<file path="src/rtl/jstk2_spi_responder.sv">
// rtl/jstk2_spi_responder.sv - SPI mode-0 responder emulating a Pmod JSTK2 (5-byte frames)
module jstk2_spi_responder #(
    parameter int SYNC_STAGES = 2,
    parameter int FRAME_BITS  = 40
) (
    input  logic        clk,
    input  logic        rst,
    input  logic        SS,
    input  logic        SCLK,
    input  logic        MOSI,
    output logic        MISO,
    input  logic [9:0]  x_pos,
    input  logic [9:0]  y_pos,
    input  logic [1:0]  btn,
    output logic        busy,
    output logic        frame_done,
    output logic        frame_err,
    output logic [39:0] rx_data,
    output logic [23:0] led_rgb
);

    localparam logic [5:0] LAST_BIT = 6'(FRAME_BITS);
    localparam logic [7:0] CMD_LED  = 8'h84;

    typedef enum logic [1:0] {IDLE, SHIFT, DONE} state_t;

    state_t                 state;
    logic [SYNC_STAGES-1:0] ss_sync;
    logic [SYNC_STAGES-1:0] sclk_sync;
    logic [SYNC_STAGES-1:0] mosi_sync;
    logic                   ss_d;
    logic                   sclk_d;
    logic [5:0]             bit_cnt;
    logic [39:0]            tx_shift;
    logic [39:0]            rx_shift;
    logic [39:0]            tx_image;

    logic ss_s, sclk_s, mosi_s;
    logic ss_fall, ss_rise, sclk_rise, sclk_fall;

    assign ss_s   = ss_sync[SYNC_STAGES-1];
    assign sclk_s = sclk_sync[SYNC_STAGES-1];
    assign mosi_s = mosi_sync[SYNC_STAGES-1];

    assign ss_fall   = ss_d & ~ss_s;
    assign ss_rise   = ~ss_d & ss_s;
    assign sclk_rise = ~sclk_d & sclk_s;
    assign sclk_fall = sclk_d & ~sclk_s;

    assign tx_image = {x_pos[7:0], 6'b0, x_pos[9:8],
                       y_pos[7:0], 6'b0, y_pos[9:8],
                       6'b0, btn[1:0]};

    // Bring the asynchronous SPI pins into the clk domain; SS idles deselected
    always_ff @(posedge clk or negedge rst) begin
        if (!rst) begin
            ss_sync   <= '1;
            sclk_sync <= '0;
            mosi_sync <= '0;
        end else begin
            ss_sync   <= {ss_sync[SYNC_STAGES-2:0], SS};
            sclk_sync <= {sclk_sync[SYNC_STAGES-2:0], SCLK};
            mosi_sync <= {mosi_sync[SYNC_STAGES-2:0], MOSI};
        end
    end

    // Frame FSM; ss_d is frozen in DONE so an SS fall arriving there is seen from IDLE
    always_ff @(posedge clk or negedge rst) begin
        if (!rst) begin
            state      <= IDLE;
            ss_d       <= 1'b1;
            sclk_d     <= 1'b0;
            bit_cnt    <= '0;
            tx_shift   <= '0;
            rx_shift   <= '0;
            MISO       <= 1'b0;
            busy       <= 1'b0;
            frame_done <= 1'b0;
            frame_err  <= 1'b0;
            rx_data    <= '0;
            led_rgb    <= '0;
        end else begin
            sclk_d     <= sclk_s;
            ss_d       <= (state == DONE) ? ss_d : ss_s;
            frame_done <= 1'b0;
            frame_err  <= 1'b0;
            case (state)
                IDLE: begin
                    MISO <= 1'b0;
                    if (ss_fall) begin
                        tx_shift <= tx_image;
                        MISO     <= tx_image[39];
                        bit_cnt  <= '0;
                        busy     <= 1'b1;
                        state    <= SHIFT;
                    end
                end
                SHIFT: begin
                    if (ss_rise) begin
                        // Deselect takes priority over any coincident clock edge
                        MISO  <= 1'b0;
                        busy  <= 1'b0;
                        state <= DONE;
                    end else if (sclk_rise) begin
                        rx_shift <= {rx_shift[38:0], mosi_s};
                        if (bit_cnt != 6'd63) begin
                            bit_cnt <= bit_cnt + 6'd1;
                        end
                    end else if (sclk_fall) begin
                        if (bit_cnt >= LAST_BIT) begin
                            MISO <= 1'b0;
                        end else if (bit_cnt != 6'd0) begin
                            tx_shift <= {tx_shift[38:0], 1'b0};
                            MISO     <= tx_shift[38];
                        end
                    end
                end
                DONE: begin
                    MISO <= 1'b0;
                    busy <= 1'b0;
                    if (bit_cnt == LAST_BIT) begin
                        frame_done <= 1'b1;
                        rx_data    <= rx_shift;
                        if (rx_shift[39:32] == CMD_LED) begin
                            led_rgb <= rx_shift[31:8];
                        end
                    end else begin
                        frame_err <= 1'b1;
                    end
                    state <= IDLE;
                end
                default: state <= IDLE;
            endcase
        end
    end

endmodule

</file>
<file path="config.mk">
export PLATFORM = sky130hd
export DESIGN_NAME = jstk2_spi_responder
export DESIGN_NICKNAME = d
export VERILOG_FILES = /design/src/rtl/jstk2_spi_responder.sv
export SDC_FILE = /design/constraint.sdc
export NUM_CORES = 1
export LEC_CHECK = 0
export ABC_AREA = 1
export BUFFER_PORTS_ARGS = -buffer_cell sky130_fd_sc_hd__buf_2
export CAP_MARGIN = 10
export CORE_ASPECT_RATIO = 1.5
export CORE_MARGIN = 8
export CORE_UTILIZATION = 45
export DETAILED_ROUTE_END_ITERATION = 16
export GPL_TIMING_DRIVEN = 0
export MAX_ROUTING_LAYER = met4
export PLACE_DENSITY = 0.68
export SLEW_MARGIN = 20
export SYNTH_ARGS = -nofsm -noshare
export SYNTH_HDL_FRONTEND = slang
export SYNTH_SLANG_ARGS = --single-unit
</file>
<file path="constraint.sdc">
create_clock -name clk -period 2.4 [get_ports clk]
set_input_delay 0.48 -clock clk [delete_from_list [all_inputs] [get_ports clk]]
set_output_delay 0.48 -clock clk [all_outputs]
set_load 0.01 [all_outputs]
</file>
## After elaboration in Yosys (flattened, before gate mapping)

Index checks and enable logic that the tools add are counted.

| word-level totals | value |
|---|---|
| register bits | 163 |
| input bits | 27 |
| output and inout port bits | 68 |
| word-level logic and storage cells | 84 |

| operators by class | value |
|---|---|
| add/subtract/negate cells | 1 |
| $lt $le $gt $ge | 1 |
| equal/unequal tests | 17 |
| muxes and demuxes | 29 |
| bitwise gates (word level) | 9 |
| reductions and logical operators | 12 |

Operator list:

| kind | count |
|---|---|
| $mux W39 | 6 |
| $pmux W39 S2 | 1 |
| $mux W6 | 4 |
| $ne A2 B2 Y1 const B | 9 |
| $mux W1 | 12 |
| $pmux W6 S2 | 1 |
| $reduce_and A3 Y1 | 3 |
| $eq A8 B8 Y1 const B | 1 |
| $reduce_and A7 Y1 | 1 |
| $add A6 B1 Y6 const B | 1 |
| $eq A6 B6 Y1 const B | 1 |
| $ge A6 B6 Y1 const B | 1 |
| $ne A3 B3 Y1 const B | 2 |
| $ne A6 B6 Y1 const B | 1 |
| $pmux W1 S3 | 2 |
| $reduce_bool A6 Y1 | 1 |
| $not A1 Y1 | 5 |
| $reduce_and A5 Y1 | 1 |
| $and A1 B1 Y1 | 4 |
| $mux W2 | 2 |
| $ne A4 B4 Y1 const B | 1 |
| $pmux W2 S2 | 1 |
| $reduce_and A2 Y1 | 2 |
| $reduce_and A4 Y1 | 1 |
| 5 further kinds | 5 |

## Longest topological paths before layout

Gate-level depths: netlist of the first run.

| logic depth | value |
|---|---|
| depth after elaboration | 7 |
| depth in mapped cells | 12 |
| depth with buffers taken out | 9 |

## Worst setup path after synthesis of the first run

OpenSTA, ideal clock, no wires.

| timing | value |
|---|---|
| path type | flip-flop to flip-flop |
| start point | reg state[1] |
| end point | reg rx_shift[1] |
| setup time | 0.124 ns |
| arrival | 1.540 ns |
| data required time | 2.276 ns |
| path slack | 0.736 ns |
| stages on the path, launching flop included | 11 |
| buffers on the path | 3 |
| period minus slack after synthesis | 1.664 ns |
| cell sequence | dfrtp_1 > inv_1 > ha_1 > buf_2 > inv_2 > buf_6 > a21oi_4 > nand3_2 > clkbuf_1 > nor2_1 > a21oi_1 |

| on the way | value |
|---|---|
| word-level cells in the longest chain between the ends | 2 |

RTL lines:

| what | RTL line | RTL |
|---|---|---|
| start, declared | 27 | `state_t state;` |
| start signal, assigned | 70 | `state <= IDLE;` |
| start signal, assigned | 95 | `state <= SHIFT;` |
| start signal, assigned | 103 | `state <= DONE;` |
| $eq A2 B1 Y1 | 87 | `case (state)` |
| $reduce_and A3 Y1 (no source line) | - |  |
| end signal, assigned | 105 | `rx_shift <= {rx_shift[38:0], mosi_s};` |
| end, declared | 35 | `logic [39:0] rx_shift;` |

Every way passes these cells.
A chain may end at the register's enable or synchronous reset.

## Worst setup path after layout of the first run

| timing | value |
|---|---|
| start point | reg state[1] |
| end point | reg rx_shift[28] |

The elaborated chain is that of the path after synthesis.

==> results of run 1 <==
==> registers in the layout (all words and copies together) (netlist names), 2 cells and up <==
register / count
bit_cnt: 6
led_rgb: 24
mosi_sync: 2
rx_data: 40
rx_shift: 40
sclk_sync: 2
ss_sync: 2
state: 2
tx_shift: 39
==> critical path: cells and delay by family, from the launching register on <==
kind / cells / cell delay, ps
AND/OR/NAND/NOR: 2 / 350
adder cells (fa/ha/maj): 1 / 150
buffers and inverters: 5 / 790
flip-flops: 1 / 410
AO/OA/AOI/OAI: 2 / 200
==> worst paths after layout <==
check	to	slack (ps)
worst max register to register	rx_shift[28]$_DFFE_PN0P_	370
worst min-delay path	rx_data[27]$_DFFE_PN0P_	4
worst min register to register	mosi_sync[1]$_DFF_PN0_	350
worst max-delay path	rx_shift[28]$_DFFE_PN0P_	370
min in group clk	ss_sync[0]$_DFF_PN1_	150
max in group asynchronous	ss_sync[1]$_DFF_PN1_	1560
==> cells in the final DEF, fill, tap and decap left out, drive strengths merged <==
master	instances
o21bai	2
clkbuf	35
clkinvlp	3
dfstp	3
buf	122
nand4	3
a21oi	13
nor2	28
clkinv	4
nand2	345
o21ai	61
nand3	62
nand3b	19
inv	58
nor3	2
dfrtp	160
ha	7
==> per-stage QoR <==
step	std cells	util [%]
after floorplan	800	-
after global placement	1093	50.6
after detailed placement	1094	50.8
after CTS	1126	54.6
after global routing	1126	54.6
final	1126	54.6
==> metal layers <==
metal  up-vias  GRT usage, %  wire length (um)
met4         0          5.31               178
met3        17          3.53               647
li1       2745             -                 -
met1      2632          20.1              6730
met5         -             -                 0
met2       101          30.9              8620
==> power by group through the flow <==
stage | registers [mW] | clock network, mW | logic (mW)
6_report | 3.64 | 2.60 | 2.45
2_1_floorplan | 3.58 | 0 | 1.78
3_3_place_gp | 3.67 | 0 | 2.42
5_1_grt | 3.70 | 2.77 | 2.81
4_1_cts | 3.63 | 2.66 | 2.48
3_5_place_dp | 3.68 | 0 | 2.48
==> cells by family after synthesis <==
family	after synthesis	synth area share (%)
AO/OA/AOI/OAI	76	5.75
flip-flops	163	59.2
AND/OR/NAND/NOR	459	27.6
buffers and inverters	95	6.20
adder cells (fa/ha/maj)	7	1.27
==> cell type report <==
cell class | instances | area share [%]
Inverter | 51 | 2.33
Tap cell | 199 | 3.03
Buffer | 44 | 2.87
Timing Repair Buffer | 95 | 6.17
Sequential cell | 163 | 49.6
Multi-Input combinational cell | 542 | 29.0
Clock buffer | 18 | 5.22
Clock inverter | 14 | 1.72
==> impl_metrics.json, run 1 <==
{
  "run_status": "complete, no violations",
  "cp_cell_sequence": "inv_1 -> ha_1 -> buf_2 -> inv_2 -> buf_6 -> a21oi_4 -> nand3_2 -> clkbuf_1 -> nor2_1 -> a21oi_1",
  "layout-drive-gt1-share_pct": 17.7,
  "slew_headroom_pct": 61.6,
  "cts_buffers": 17,
  "tns_ps": 0,
  "layout_min_cycle_time_ps": 2030,
  "p_total_mw": 8.68,
  "cts_max_level": 4,
  "syn_inst": 800,
  "crit_arrival_ps": 2340,
  "yosys-top-cells-area": "dfrtp_1 (58%), nand2_1 (19%), nand3_1 (4.4%)",
  "pwr-share-comb_pct": 28.2,
  "cp.required_ps": 2710,
  "clock_latency_ps": 420,
  "seqCellArea_um2": 4080,
  "power.leakage_nw": 4.48,
  "finalHoldViolCount": 0,
  "max_freq_mhz": 492,
  "syn_area_per_cell_um2": 8.63,
  "dp_hpwl_mm": 11.6,
  "worst_pin_slew_ps": 576,
  "rows": 55,
  "critPathKind": "reg -> reg",
  "cts_setup_buffers": 0,
  "end_kind": "register",
  "synth_edf_count": 0,
  "cts_root_buf": "clkbuf_16",
  "layout-area-overhead-vs-synth_pct": 19.2,
  "fin_skew_ps": 12.8,
  "cts_sinks": 163,
  "start_util_pct": 45.8,
  "wl_per_cell_um": 14.4,
  "startpoint_type": "register",
  "grt_overflow": 0,
  "p_switching_mw": 3.25,
  "synth_nets": 834,
  "yosys_warnings": 0,
  "antenna_found_initial": 0,
  "powerDensity_nw_per_um2": 1060,
  "ys_types": 23,
  "max-clock-path-buffers": 2,
  "num_antenna_cells": 0,
  "yosys.area.top_type": "dfrtp_1",
  "die_h_um": 168,
  "cp_slowest_stage_delay_ps": 410,
  "setup_viol": 0,
  "synthesis.area_um2": 6900,
  "peakVddDrop_uv": 641,
  "grt_usage_pct": 17.8,
  "seqPwrFrac_pct": 41.9,
  "ys_seq_area_share_pct": 59.2,
  "via_count": 5495,
  "dpl_worst_slack_ps": 377,
  "clk_pin_slew_worst_paths_ps": 70,
  "stdcell_area_um2": 8230,
  "place.gp.congestion": 0.809,
  "die_w_um": 117,
  "grt_pass1_vias": 5526,
  "layout_setup_ws_ps": 367,
  "critical_path.slowest_cell": "dfrtp_1",
  "switching_share_pct": 37.5,
  "hold_class": "in -> async",
  "final_nets": 948,
  "ys_async_sr_fraction_pct": 100,
  "viasPerCell": 4.88,
  "multiInputGateArea_um2": 2390,
  "tritoncts": "yes",
  "synth_seq_cells": 163,
  "post_cts_resized": 0,
  "drv_cap": 0,
  "drt_iter0_drc": 427,
  "cp_max_fo": 10,
  "hold_buffers": 0,
  "n_fill_cell": 1431,
  "power_frac_clock_pct": 30.0,
  "antenna_left": 0,
  "p_int_mw": 5.43,
  "slew_violations": 0,
  "synth-main-ff-cell": "dfrtp_1",
  "critPathLaunch": "state[1]$_DFFE_PN0P_",
  "core_um2": 15100,
  "dr.pass1.iters": 4,
  "grt_max_degree": 89,
  "fin_worst_hold_slack_ps": 3.93,
  "dpl-instance-area_um2": 7660,
  "min_period_over_period_pct": 84.7,
  "reg2reg_depth": 10,
  "synth_common_cells": "nand2_1 (345), dfrtp_1 (160), nand3_1 (60)",
  "yosysMostFrequentCell": "nand2_1",
  "synth_top_area_share_pct": 58.0,
  "wl_mm": 16.2,
  "rsz0062_at_grt": "false",
  "grt_pass1_wl_mm": 27.1,
  "r2r-start": "state[1]$_DFFE_PN0P_",
  "dieArea_um2": 19600,
  "post-route-drc-count": 0,
  "numPortBuffers": 94,
  "ios": 95
}
Power figures use the tool's default switching activity.
==> run 2, diff against run 1 <==
--- a/config.mk
+++ b/config.mk
@@ -5,7 +5,7 @@
 export SDC_FILE = /design/constraint.sdc
 export NUM_CORES = 1
 export LEC_CHECK = 0
-export ABC_AREA = 1
+export ABC_AREA = 0
 export BUFFER_PORTS_ARGS = -buffer_cell sky130_fd_sc_hd__buf_2
 export CAP_MARGIN = 10
 export CORE_ASPECT_RATIO = 1.5
==> constraint.sdc (replaced) <==
create_clock -name clk -period 2.1 [get_ports clk]
set_input_delay 0.42 -clock clk [delete_from_list [all_inputs] [get_ports clk]]
set_output_delay 0.42 -clock clk [all_outputs]
set_load 0.01 [all_outputs]
==> impl_metrics.json, run 2 <==
{
  "layout-drive-gt1-share_pct": 45.2,
  "max-clock-path-buffers": 2,
  "antenna_found_initial": 0,
  "fin_skew_ps": 11.9,
  "numPortBuffers": 94,
  "dpl-instance-area_um2": 7360,
  "grt_max_degree": 88,
  "ys_async_sr_fraction_pct": 100,
  "synthesis.area_um2": 6600,
  "hold_class": "in -> async",
  "wl_mm": 12.9,
  "power.leakage_nw": 4.29,
  "cts_buffers": 17,
  "place.gp.congestion": 0.825,
  "start_util_pct": 45.7,
  "synth_top_area_share_pct": 60.6,
  "layout_min_cycle_time_ps": 2170,
  "p_total_mw": 8.64,
  "top_regs": "rx_data: 40 flops, rx_shift: 40 flops, tx_shift: 39 flops",
  "worst_pin_slew_ps": 711,
  "dr.pass1.iters": 4,
  "crit_arrival_ps": 2460,
  "powerDensity_nw_per_um2": 1050,
  "synth_seq_cells": 163,
  "wl_per_cell_um": 15.8,
  "via_count": 4059,
  "grt_pass1_wl_mm": 21.6,
  "post-route-drc-count": 0,
  "cts_max_level": 4,
  "yosys-top-cells-area": "dfrtp_1 (61%), mux2_2 (14%), mux2_4 (4.5%)",
  "antenna_left": 0,
  "end_kind": "register",
  "ys_seq_area_share_pct": 61.8,
  "layout_setup_ws_ps": -65.6,
  "synth-main-ff-cell": "dfrtp_1",
  "slew_headroom_pct": 52.6,
  "core_um2": 14500,
  "rsz0062_at_grt": "true",
  "clock_latency_ps": 410,
  "slew_violations": 0,
  "startpoint_type": "register",
  "synth_common_cells": "dfrtp_1 (160), mux2_2 (85), nand2_1 (50)",
  "tritoncts": "yes",
  "yosys.area.top_type": "dfrtp_1",
  "rows": 54,
  "layout_commonest_cell": "dfrtp_1",
  "setup_viol": 24,
  "cp.required_ps": 2390,
  "die_h_um": 164,
  "final_nets": 640,
  "cts_root_buf": "clkbuf_16",
  "yosysMostFrequentCell": "dfrtp_1",
  "grt_usage_pct": 14.8,
  "grt_overflow": 0,
  "synth_edf_count": 0,
  "max_freq_mhz": 462,
  "syn_area_per_cell_um2": 13.6,
  "reg2reg_slack_ps": -70,
  "hold_buffers": 0,
  "grt_pass1_vias": 4295,
  "violations": "negative setup slack",
  "dp_hpwl_mm": 8.83,
  "peakVddDrop_uv": 807,
  "layout-area-overhead-vs-synth_pct": 24.3,
  "finalHoldViolCount": 0,
  "clk_pin_slew_worst_paths_ps": 70,
  "drv_cap": 0,
  "num_antenna_cells": 0,
  "stdcell_area_um2": 8210,
  "syn_inst": 484,
  "drt_iter0_drc": 170,
  "min_period_over_period_pct": 103,
  "run_status": "complete, but fails checks",
  "die_w_um": 115,
  "cp_max_fo": 6,
  "cts_sinks": 163,
  "viasPerCell": 4.98,
  "ios": 95,
  "synth_nets": 518,
  "ys_types": 40,
  "dieArea_um2": 18900,
  "tns_ps": -1040,
  "layout_common_cells": "dfrtp_1 (160), buf_2 (99), mux2_2 (85)",
  "yosys_warnings": 0,
  "critPathKind": "reg -> reg"
}
[run 2: cell count changes in the layout (fill, tap and decap cells not counted), moves of 19 or more]
cell	before	now
inv_1	48	3
mux2_2	0	85
mux2_4	0	20
mux2i_1	0	25
nand2_1	345	50
nand3_1	60	22
nand3b_1	19	0
nor2_1	27	2
[run 2: critical path, stage by stage (launching register included)]
cell and delay (ps):
dfrtp_1 400, inv_2 80, ha_4 120, or3b_4 400, nor2_4 110, and2_4 200, nand3_4 110, buf_12 180
buf_12 130, mux2_4 290
[run 2: metal layers]
metal	vias up	global-route usage [%]	wire length, um	share of wire, %
met4	0	5.22	119	0.93
met5	-	-	0	0
li1	1935	-	-	-
met2	100	24.2	6550	51
met1	2012	17.4	5510	43
met3	12	3.75	679	5.3
[run 2: cell families after synthesis]
kind of cell,after synthesis,synth area share (%)
flip-flops,163,61.8
AO/OA/AOI/OAI,54,4.61
buffers and inverters,33,2.37
adder cells (fa/ha/maj),7,1.33
AND/OR/NAND/NOR,97,7.03
multiplexers,130,22.8
[run 2: cell type report]
type                       count  area [um2]
multi-input combinational    288        2440
timing repair buffer         106         656
fill                        1187        6250
clock inverter                15         189
inverter                       6        22.5
buffer                        24         145
sequential                   163        4080
clock buffer                  17         425
tap                          196         245
[run 2: power breakdown]
group / switching [mW] / total [mW] / internal, mW
sequential: 0.224 / 3.72 / 3.50
combinational: 0.978 / 1.76 / 0.780
clock: 1.35 / 3.17 / 1.81
[run 2: metrics by stage]
stage / util (%) / hold slack (ps) / setup slack [ps] / std cells
after floorplan: - / 124 / 100 / 484
after global routing: 56.7 / 57.4 / -140 / 815
final: 56.7 / 4.07 / -65.6 / 815
after global placement: 50.6 / 333 / -1770 / 774
after CTS: 56.5 / 22.5 / -72.8 / 816
after detailed placement: 50.9 / 340 / -388 / 775
[run 2: worst paths after layout]
kind | from | end | depth (start not counted)
worst max register to register | bit_cnt[1]$_DFFE_PN0P_ | led_rgb[9]$_DFFE_PN0P_ | 9
worst min register to register | mosi_sync[0]$_DFF_PN0_ | mosi_sync[1]$_DFF_PN0_ | 0
max in group asynchronous | rst | rx_data[39]$_DFFE_PN0P_ | 2
worst max-delay path | bit_cnt[1]$_DFFE_PN0P_ | led_rgb[9]$_DFFE_PN0P_ | 9
worst min-delay path | rst | led_rgb[8]$_DFFE_PN0P_ | 1
min in group clk | MOSI | mosi_sync[0]$_DFF_PN0_ | 1
[run 2: what timing repair did]
| action | 4_1_cts | 5_1_grt |
|---|---|---|
| hold endpoints to repair | 0 | 0 |
| buffers inserted | 8 | 1 |
| pin swaps | 1 | 2 |
| resized for setup | 22 | 27 |
| setup endpoints to repair | 144 | 143 |
| cloned | 2 | 0 |
